**config.mk**
```make
export PLATFORM = sky130hd
export DESIGN_NAME = kernel_engine_sync
export DESIGN_NICKNAME = d
export VERILOG_FILES = /design/src/rtl/kernel_engine_sync.sv
export SDC_FILE = /design/constraint.sdc
export NUM_CORES = 1
export LEC_CHECK = 0
export CAP_MARGIN = 20
export CORE_UTILIZATION = 47
export CTS_BUF_LIST = sky130_fd_sc_hd__clkbuf_16
export DETAILED_ROUTE_END_ITERATION = 16
export DONT_BUFFER_PORTS = 1
export GPL_TIMING_DRIVEN = 0
export PLACE_DENSITY = 0.64
export SLEW_MARGIN = 10
export SYNTH_ARGS = -nofsm -noshare
export SYNTH_HDL_FRONTEND = slang
export SYNTH_SLANG_ARGS = --single-unit
```
**constraint.sdc**
```tcl
create_clock -name ap_clk -period 12.7 [get_ports ap_clk]
set_input_delay 3.175 -clock ap_clk [delete_from_list [all_inputs] [get_ports ap_clk]]
set_output_delay 3.175 -clock ap_clk [all_outputs]
set_load 0.03 [all_outputs]
```
**src/rtl/kernel_engine_sync.sv**
```systemverilog
// kernel_engine_sync: sends engine setup to every engine and gathers the
// completion pulses from all engines. It returns setup/done to the kernel
// control FSM. Every output is a register, and no input reaches an output
// through combinational logic alone.
module kernel_engine_sync #(
    parameter int unsigned NUM_ENGINES = 4,
    parameter int unsigned CNT_W       = 32,
    parameter int unsigned TIMEOUT_W   = 16
) (
    input  logic                   ap_clk,
    input  logic                   areset_n,
    input  logic                   ctrl_start,
    input  logic                   descriptor_valid,
    input  logic [CNT_W-1:0]       num_items,
    output logic [NUM_ENGINES-1:0] engine_setup_req,
    input  logic [NUM_ENGINES-1:0] engine_setup_ack,
    input  logic [NUM_ENGINES-1:0] engine_done_item,
    output logic                   setup,
    output logic                   done,
    output logic [CNT_W-1:0]       items_done,
    output logic                   error_timeout
);

    typedef enum logic [2:0] {
        StIdle,
        StSetup,
        StArmed,
        StRun,
        StDone,
        StError
    } state_e;

    localparam logic [NUM_ENGINES-1:0] AllEngines = '1;
    localparam logic [TIMEOUT_W-1:0]   TimeoutMax = '1;

    state_e                 state_q, state_d;
    logic                   ctrl_start_q;
    logic                   start_rise;

    logic [NUM_ENGINES-1:0] ack_mask_q, ack_mask_d;
    logic [NUM_ENGINES-1:0] ack_mask_next;
    logic [TIMEOUT_W-1:0]   timeout_q, timeout_d;
    logic [TIMEOUT_W-1:0]   timeout_inc;

    logic [CNT_W-1:0]       target_q, target_d;
    logic [CNT_W-1:0]       count_q, count_d;
    logic [CNT_W-1:0]       item_pop;
    logic [CNT_W:0]         count_sum;
    logic [CNT_W-1:0]       count_sat;

    logic [NUM_ENGINES-1:0] req_q, req_d;
    logic                   setup_q, setup_d;
    logic                   done_q, done_d;
    logic                   err_q, err_d;

    assign start_rise    = ctrl_start & ~ctrl_start_q;
    assign ack_mask_next = ack_mask_q | engine_setup_ack;
    assign timeout_inc   = timeout_q + TIMEOUT_W'(1);

    // Count the completion pulses in this cycle. The sum has one extra bit, so
    // carry-out into that bit still compares correctly against the target.
    always_comb begin
        item_pop = '0;
        for (int i = 0; i < NUM_ENGINES; i++) begin
            item_pop = item_pop + CNT_W'(engine_done_item[i]);
        end
        count_sum = {1'b0, count_q} + {1'b0, item_pop};
        if (count_sum >= {1'b0, target_q}) begin
            count_sat = target_q;
        end else begin
            count_sat = count_sum[CNT_W-1:0];
        end
    end

    // State register, plus the delayed start used for edge detection
    always_ff @(posedge ap_clk or negedge areset_n) begin
        if (!areset_n) begin
            state_q      <= StIdle;
            ctrl_start_q <= 1'b0;
        end else begin
            state_q      <= state_d;
            ctrl_start_q <= ctrl_start;
        end
    end

    // Next-state logic. A dropped control level (abort) wins over progress.
    always_comb begin
        state_d = state_q;
        case (state_q)
            StIdle: begin
                if (start_rise) state_d = StSetup;
            end
            StSetup: begin
                if (!ctrl_start) begin
                    state_d = StIdle;
                end else if (ack_mask_next == AllEngines) begin
                    state_d = StArmed;
                end else if (timeout_inc == TimeoutMax) begin
                    state_d = StError;
                end
            end
            StArmed: begin
                if (!ctrl_start) begin
                    state_d = StIdle;
                end else if (descriptor_valid) begin
                    state_d = StRun;
                end
            end
            StRun: begin
                if (!descriptor_valid) begin
                    state_d = StIdle;
                end else if (count_sat == target_q) begin
                    state_d = StDone;
                end
            end
            StDone, StError: begin
                if (!ctrl_start) state_d = StIdle;
            end
            default: state_d = StIdle;
        endcase
    end

    // Next values of the registered outputs and the datapath registers
    always_comb begin
        ack_mask_d = ack_mask_q;
        timeout_d  = timeout_q;
        target_d   = target_q;
        count_d    = count_q;
        req_d      = '0;
        err_d      = err_q;
        setup_d    = (state_q == StArmed) || (state_q == StRun) || (state_q == StDone);
        done_d     = (state_q == StDone);

        case (state_q)
            StIdle: begin
                if (state_d == StSetup) begin
                    req_d      = AllEngines;
                    ack_mask_d = '0;
                    timeout_d  = '0;
                    err_d      = 1'b0;
                end
            end
            StSetup: begin
                ack_mask_d = ack_mask_next;
                timeout_d  = timeout_inc;
                if (state_d == StError) err_d = 1'b1;
            end
            StArmed: begin
                if (state_d == StRun) begin
                    target_d = num_items;
                    count_d  = '0;
                end
            end
            StRun: begin
                // Pulses that arrive in the abort cycle are still counted.
                count_d = count_sat;
            end
            default: ;
        endcase
    end

    // Registers for the outputs and the datapath
    always_ff @(posedge ap_clk or negedge areset_n) begin
        if (!areset_n) begin
            ack_mask_q <= '0;
            timeout_q  <= '0;
            target_q   <= '0;
            count_q    <= '0;
            req_q      <= '0;
            setup_q    <= 1'b0;
            done_q     <= 1'b0;
            err_q      <= 1'b0;
        end else begin
            ack_mask_q <= ack_mask_d;
            timeout_q  <= timeout_d;
            target_q   <= target_d;
            count_q    <= count_d;
            req_q      <= req_d;
            setup_q    <= setup_d;
            done_q     <= done_d;
            err_q      <= err_d;
        end
    end

    assign engine_setup_req = req_q;
    assign setup            = setup_q;
    assign done             = done_q;
    assign items_done       = count_q;
    assign error_timeout    = err_q;

    // done is only ever raised together with setup
    a_done_implies_setup: assert property (
        @(posedge ap_clk) disable iff (!areset_n) done_q |-> setup_q);

    // A setup request lasts exactly one cycle
    a_req_single_cycle: assert property (
        @(posedge ap_clk) disable iff (!areset_n) (req_q != '0) |=> (req_q == '0));

endmodule

```
==> reports/qor.yml, run 1 <==
critical-path-top-delay-family: "simple AND/OR/NAND/NOR gates"
cts_hold_buf: 0
finalSetupViolCount: 0
whs_ns: 0.493
grt_max_degree: 93
cp_max_fo: 10
tritoncts: "done"
critPathKind: "in -> reg"
synth_flop_cell: "dfrtp_1"
rsz0062_at_grt: "no"
avgSynthCellArea_um2: 8.43
htreeDepth: 3
worstHoldPathType: "reg -> reg"
rows: 42
critical_path.cell_chain: "fa_1, inv_1, fa_1, inv_1, fa_1, and3_1, nand4_2, buf_2, or4_1, nand2_1, ha_1, a21o_1, a21o_1, a21oi_1, o21ai_0, a221oi_1, o21ai_0, nor2_1, clkbuf_1, a21oi_1, o22ai_1"
drv_slew: 0
num_antenna_cells: 0
cpPeakStageDelay_ns: 0.54
p_leak_uw: 0.00307
synth_cells: 779
core-area_um2: 13500
wl_per_cell_um: 20.4
cts_resized: 0
end_kind: "flip-flop"
yosys.area.top_type: "dfrtp_1"
period_needed_ns: 8.25
initial_core_util: 0.488
min_delay_path_depth: 1
num_vias: 6020
post-route-period-util: 0.649
die_h_um: 120
wirelength_um: 19800
register_area_um2: 2300
syn2layout_area_growth_pct: 7.83
drive_above_1_share: 0.0516
rr_startpoint: "items_done[0]$_DFFE_PN0P_"
overflow: 0
syn_nets: 861
cp.arrival_ns: 8.52
relSlewSlack: 0.228
layout_setup_ws_ns: 4.45
fin_tns_setup_ns: 0
ys_seq_elements: 92
worstMarginPinSlew_ns: 1.15
maxCapViolCount: 0
totalPowerFinal_uw: 1810
min_from: "ctrl_start_q$_DFF_PN0_"
first_iter_violations: 550
ios: 83
cts.clk_slew.worst_paths_ns: 0.07
status: "complete, no violations"
synth_top_area_frac: 0.351
numCtsBuffers: 9
cts-root-buf: "clkbuf_16"
synth_edf_count: 0
synth-seq-area-share: 0.351
dieArea_um2: 14400
crit_required_ns: 12.97
netlist_area_um2: 6560
route.detailed.drc: 0
antenna_found_initial: 0
cts_buffer_depth: 2
min_to: "engine_setup_req[2]$_DFF_PN0_"
critical_path_depth: 21
ant_nets: 0
yosys_warnings: 0
dp_hpwl_um: 14700
r2r_setup_slack_ns: 7.11
clk_latency_ns: 0.37
final_cell_area_um2: 7080
worstRegToRegCells: 20
hold_viol: 0
gp_congestion: 0.946
viasPerCell: 6.21
cp_common_cell: "fa_1"
power-per-cell-area_nw_per_um2: 256
firstDrtPassIters: 5
die_w_um: 120
cp-start-kind: "primary input"
ir_drop_v: 0.000161
placed_area_um2: 6800
multiInputGateArea_um2: 3850
grt_usage: 0.287
layout.nets: 873
fillers: 1308
rr_endpoint: "items_done[30]$_DFFE_PN0P_"
port_buffers: 0
synthArstFlopShare: 1.00
cts.sinks: 92
skew_ns: 0.0155
yosysUniqueCellTypes: 65
synth.area.top_cells: "dfrtp_1, ha_1, xnor2_1"
post-cts-setup-buffers: 0
critPathBufInv: 4
crit_slowest_cell: "clkbuf_1"
grt_pass1_wl_um: 31800
max_freq_mhz: 121
grt_pass1_vias: 5837
dp_slack_ns: 4.17
layer usage:
metal | global-route usage | vias up | wire (µm)
li1 | - | 2799 | -
met1 | 0.402 | 2920 | 8920
met2 | 0.436 | 254 | 8790
met3 | 0.0538 | 47 | 1530
met4 | 0.109 | 0 | 579
met5 | 0 | - | 0
through the flow:
step,std cells,utilization
detailed placement,956,0.505
CTS,970,0.526
finish,970,0.526
global placement,955,0.504
floorplan,779,-
global route,970,0.526
synthesized netlist by cell type, types with 5 or more instances:
| cell | count |
|---|---|
| inv_1 | 64 |
| o22ai_1 | 36 |
| or4_1 | 8 |
| a21o_1 | 13 |
| xnor2_1 | 49 |
| dfrtp_1 | 92 |
| ha_1 | 35 |
| buf_4 | 6 |
| and4_1 | 5 |
| mux2i_1 | 15 |
| xor2_1 | 11 |
| nor3_1 | 30 |
| clkbuf_1 | 28 |
| a31oi_1 | 5 |
| nor2_1 | 34 |
| nand2_1 | 88 |
| nand3_1 | 27 |
| nor4_1 | 6 |
| and2_1 | 7 |
| o21ai_0 | 65 |
| and3_1 | 13 |
| a21oi_1 | 51 |
| nand4_1 | 18 |
worst max-delay path by stage:
stage                                             to  slack [ns]                 from
final                     items_done[30]$_DFFE_PN0P_        4.45  engine_done_item[0]
after global routing      items_done[29]$_DFFE_PN0P_        4.11  engine_done_item[0]
after CTS                 items_done[30]$_DFFE_PN0P_        4.52  engine_done_item[0]
after detailed placement  items_done[30]$_DFFE_PN0P_        4.17  engine_done_item[0]
after global placement    items_done[30]$_DFFE_PN0P_        4.17  engine_done_item[0]
after floorplan           items_done[26]$_DFFE_PN0P_        5.14  engine_done_item[0]
cells by family (layout without fill, tap and decap cells):
kind of cell | after synthesis | after routing | share of synthesized area
AND/OR/NAND/NOR | 264 | 264 | 0.211
AO/OA/AOI/OAI | 203 | 203 | 0.185
buffers and inverters | 103 | 118 | 0.0631
flip-flops | 92 | 92 | 0.351
XOR/XNOR | 63 | 63 | 0.0904
adder cells (fa/ha/maj) | 38 | 38 | 0.0759
multiplexers | 16 | 16 | 0.0246
sequential cells by signal, summed over array words and instances, names as in the netlist:
| register | flops |
|---|---|
| setup | 1 |
| done | 1 |
| timeout_q | 16 |
| ack_mask_q | 4 |
| engine_setup_req | 1 |
| items_done | 32 |
| error_timeout | 1 |
| ctrl_start_q | 1 |
| state_q | 3 |
| target_q | 32 |
layout by cell type (no fill, tap or decap), types with 5 or more instances in the layout:
master,n
clkbuf_16,9
a31oi_1,5
nand2_1,88
mux2i_1,15
xnor2_1,49
inv_1,64
dfrtp_1,92
nand4_1,18
nor3_1,30
nor4_1,5
a21oi_1,51
xor2_1,11
o21ai_0,65
and4_1,5
buf_4,7
and2_1,7
a21o_1,13
or4_1,8
ha_1,35
o22ai_1,36
and3_1,13
nor2_1,34
nand3_1,27
clkbuf_1,28
area by class of cell:
| type | count | area share |
|---|---|---|
| inverter | 64 | 0.0339 |
| timing repair buffer | 1 | 0.00106 |
| sequential | 92 | 0.325 |
| multi-input combinational | 584 | 0.544 |
| tap | 176 | 0.0311 |
| clock buffer | 9 | 0.0318 |
| clock inverter | 5 | 0.00778 |
| buffer | 39 | 0.0246 |
report_power, final:
part	internal, µW	total (µW)	switching [µW]	leakage (µW)
sequential	399	671	273	0.00110
combinational	363	870	506	0.00183
clock	150	270	120	0.000135
(Power assumes the default switching activity.)
==> inputs of run 2 (changes only) <==
Settings changed: PLACE_DENSITY 0.64 to 0.66.
Clock period 12.7 ns to 7.2 ns, I/O delays scaled along.
==> run 2 against run 1 <==
Clock-buffer cell count unchanged. Routed wire length decreased by 0.78%. Register-to-register slack worse by 5.5 ns. Final cell count grew 0.21%. Hold slack lost 0.0091 ns. Flip-flop and latch count unchanged. Combinational power is 79% higher. Highest routed layer is now met5.
==> reports/qor.yml, run 2 (synthesis results as in run 1) <==
status: "complete, no violations"  # unchanged
hold_viol: 0  # unchanged
firstDrtPassIters: 5  # unchanged
wl_per_cell_um: 20.2  # was 20.4 µm
layout.nets: 873  # unchanged
gp_congestion: 1.00  # was 0.946
finalSetupViolCount: 0  # unchanged
drive_above_1_share: 0.0553  # was 0.0516
num_vias: 6031  # was 6,020
cts.clk_slew.worst_paths_ns: 0.07  # about the same
min_delay_path_depth: 1  # unchanged
crit_required_ns: 7.46  # was 12.97 ns
grt_pass1_wl_um: 31700  # was 31,800 µm
port_buffers: 0  # unchanged
post-route-period-util: 0.955
cts_buffer_depth: 2  # unchanged
cp.arrival_ns: 7.14  # was 8.52 ns
initial_core_util: 0.488  # unchanged
ios: 83  # unchanged
post-cts-setup-buffers: 0  # unchanged
first_iter_violations: 490  # was 550
min_from: "timeout_q[15]$_DFFE_PN0P_"  # was ctrl_start_q$_DFF_PN0_
wirelength_um: 19700  # was 19,800 µm
worstHoldPathType: "reg -> reg"  # unchanged
layout_commonest_cell: "dfrtp_1"  # unchanged
rr_startpoint: "items_done[0]$_DFFE_PN0P_"  # unchanged
antenna_found_initial: 1  # was 0
worstMarginPinSlew_ns: 1.20  # was 1.15 ns
clk_latency_ns: 0.36  # was 0.37 ns
rows: 42  # unchanged
max_freq_mhz: 145
period_needed_ns: 6.88
fin_tns_setup_ns: 0  # unchanged
route.detailed.drc: 0  # unchanged
p_leak_uw: 0.00306  # was 0.00307 µW
grt_pass1_vias: 5896  # was 5,837
critPathKind: "in -> reg"  # unchanged
drv_slew: 0  # unchanged
min_to: "timeout_q[15]$_DFFE_PN0P_"  # was engine_setup_req[2]$_DFF_PN0_
power-per-cell-area_nw_per_um2: 451  # was 256 nW/µm²
ant_nets: 0  # unchanged
tritoncts: "done"  # unchanged
syn2layout_area_growth_pct: 7.66  # was 7.83%
worstRegToRegCells: 20  # unchanged
utilization: 0.525  # was 0.526
cts_resized: 0  # unchanged
cp_max_fo: 10  # unchanged
final_cell_mix: "dfrtp_1, nand2_1, o21ai_0"  # unchanged
grt_max_degree: 93  # unchanged
htreeDepth: 3  # unchanged
grt_usage: 0.285  # was 0.287
cts_hold_buf: 0  # unchanged
core-area_um2: 13500  # unchanged
cts.sinks: 92  # unchanged
r2r_setup_slack_ns: 1.65  # was 7.11 ns
maxCapViolCount: 0  # unchanged
die_h_um: 120  # unchanged
cp-start-kind: "primary input"  # unchanged
die_w_um: 120  # unchanged
ir_drop_v: 0.000207  # was 0.000161 V
dieArea_um2: 14400  # unchanged
num_antenna_cells: 0  # unchanged
viasPerCell: 6.20  # was 6.21
fillers: 1329  # was 1,308
overflow: 0  # unchanged
cts-root-buf: "clkbuf_16"  # unchanged
skew_ns: 0.00687  # was 0.0155 ns
rsz0062_at_grt: "no"  # unchanged
end_kind: "flip-flop"  # unchanged
numCtsBuffers: 9  # unchanged
relSlewSlack: 0.195  # was 0.228
dp_hpwl_um: 14800  # was 14,700 µm
rr_endpoint: "items_done[28]$_DFFE_PN0P_"  # was items_done[30]$_DFFE_PN0P_
## run 2: critical path, cell delays in order
cell and delay, ns:
fa_1 0.52, inv_1 0.05, fa_1 0.40, inv_1 0.09, fa_1 0.21, and3_1 0.30, nand4_2 0.17, buf_2 0.26
or4_1 0.48, nand2_1 0.16, ha_1 0.28, a21o_1 0.17, a21o_1 0.17, a21oi_1 0.13, o21ai_0 0.14, a221oi_1 0.28
o21ai_0 0.16, nor2_1 0.50, clkbuf_1 0.53, a21oi_1 0.14, o22ai_1 0.20
## run 2: how the worst max path moves through the flow
| stage | startpoint | to | depth (start not counted) |
|---|---|---|---|
| after floorplan | engine_done_item[0] | items_done[26]$_DFFE_PN0P_ | 21 |
| after global placement | engine_done_item[0] | items_done[28]$_DFFE_PN0P_ | 21 |
| after detailed placement | engine_done_item[0] | items_done[28]$_DFFE_PN0P_ | 21 |
| after CTS | engine_done_item[0] | items_done[28]$_DFFE_PN0P_ | 21 |
| after global routing | engine_done_item[0] | items_done[28]$_DFFE_PN0P_ | 19 |
| final | engine_done_item[0] | items_done[28]$_DFFE_PN0P_ | 21 |
## run 2: report_power, final
part	leakage, µW	switching, µW	internal [µW]
registers	0.00110	476	703
clock network	0.000131	212	232
logic	0.00183	912	649
total	0.00306	1600	1580
## run 2: layer usage
layer	global-route usage	wire length, µm	vias to the layer above
li1	-	-	2804
met1	0.382	8520	2934
met2	0.448	8960	251
met3	0.0627	1620	40
met4	0.113	546	2
met5	0	11	-
## run 2: final cells by class
class | count | area (µm²) | share of cell area
clock buffers | 9 | 225 | 0.0319
multi-input cells | 584 | 3850 | 0.545
plain buffers | 39 | 174 | 0.0246
well taps | 176 | 220 | 0.0312
inverters | 64 | 240 | 0.0340
clock inverters | 7 | 43.8 | 0.00620
repair buffers | 1 | 7.51 | 0.00106
flip-flops and latches | 92 | 2300 | 0.326
## run 2: through the flow
| step | hold slack, ns | area, µm² | total power, µW | cells | setup slack [ns] |
|---|---|---|---|---|---|
| floorplan | 0.451 | 6560 | 2240 | 779 | 1.02 |
| global placement | 0.477 | 6780 | 2640 | 955 | 0.0643 |
| detailed placement | 0.480 | 6800 | 2700 | 956 | 0.0336 |
| CTS | 0.489 | 7070 | 3160 | 972 | 0.384 |
| global route | 0.538 | 7070 | 3400 | 972 | 0.0123 |
| finish | 0.484 | 7070 | 3180 | 972 | 0.323 |
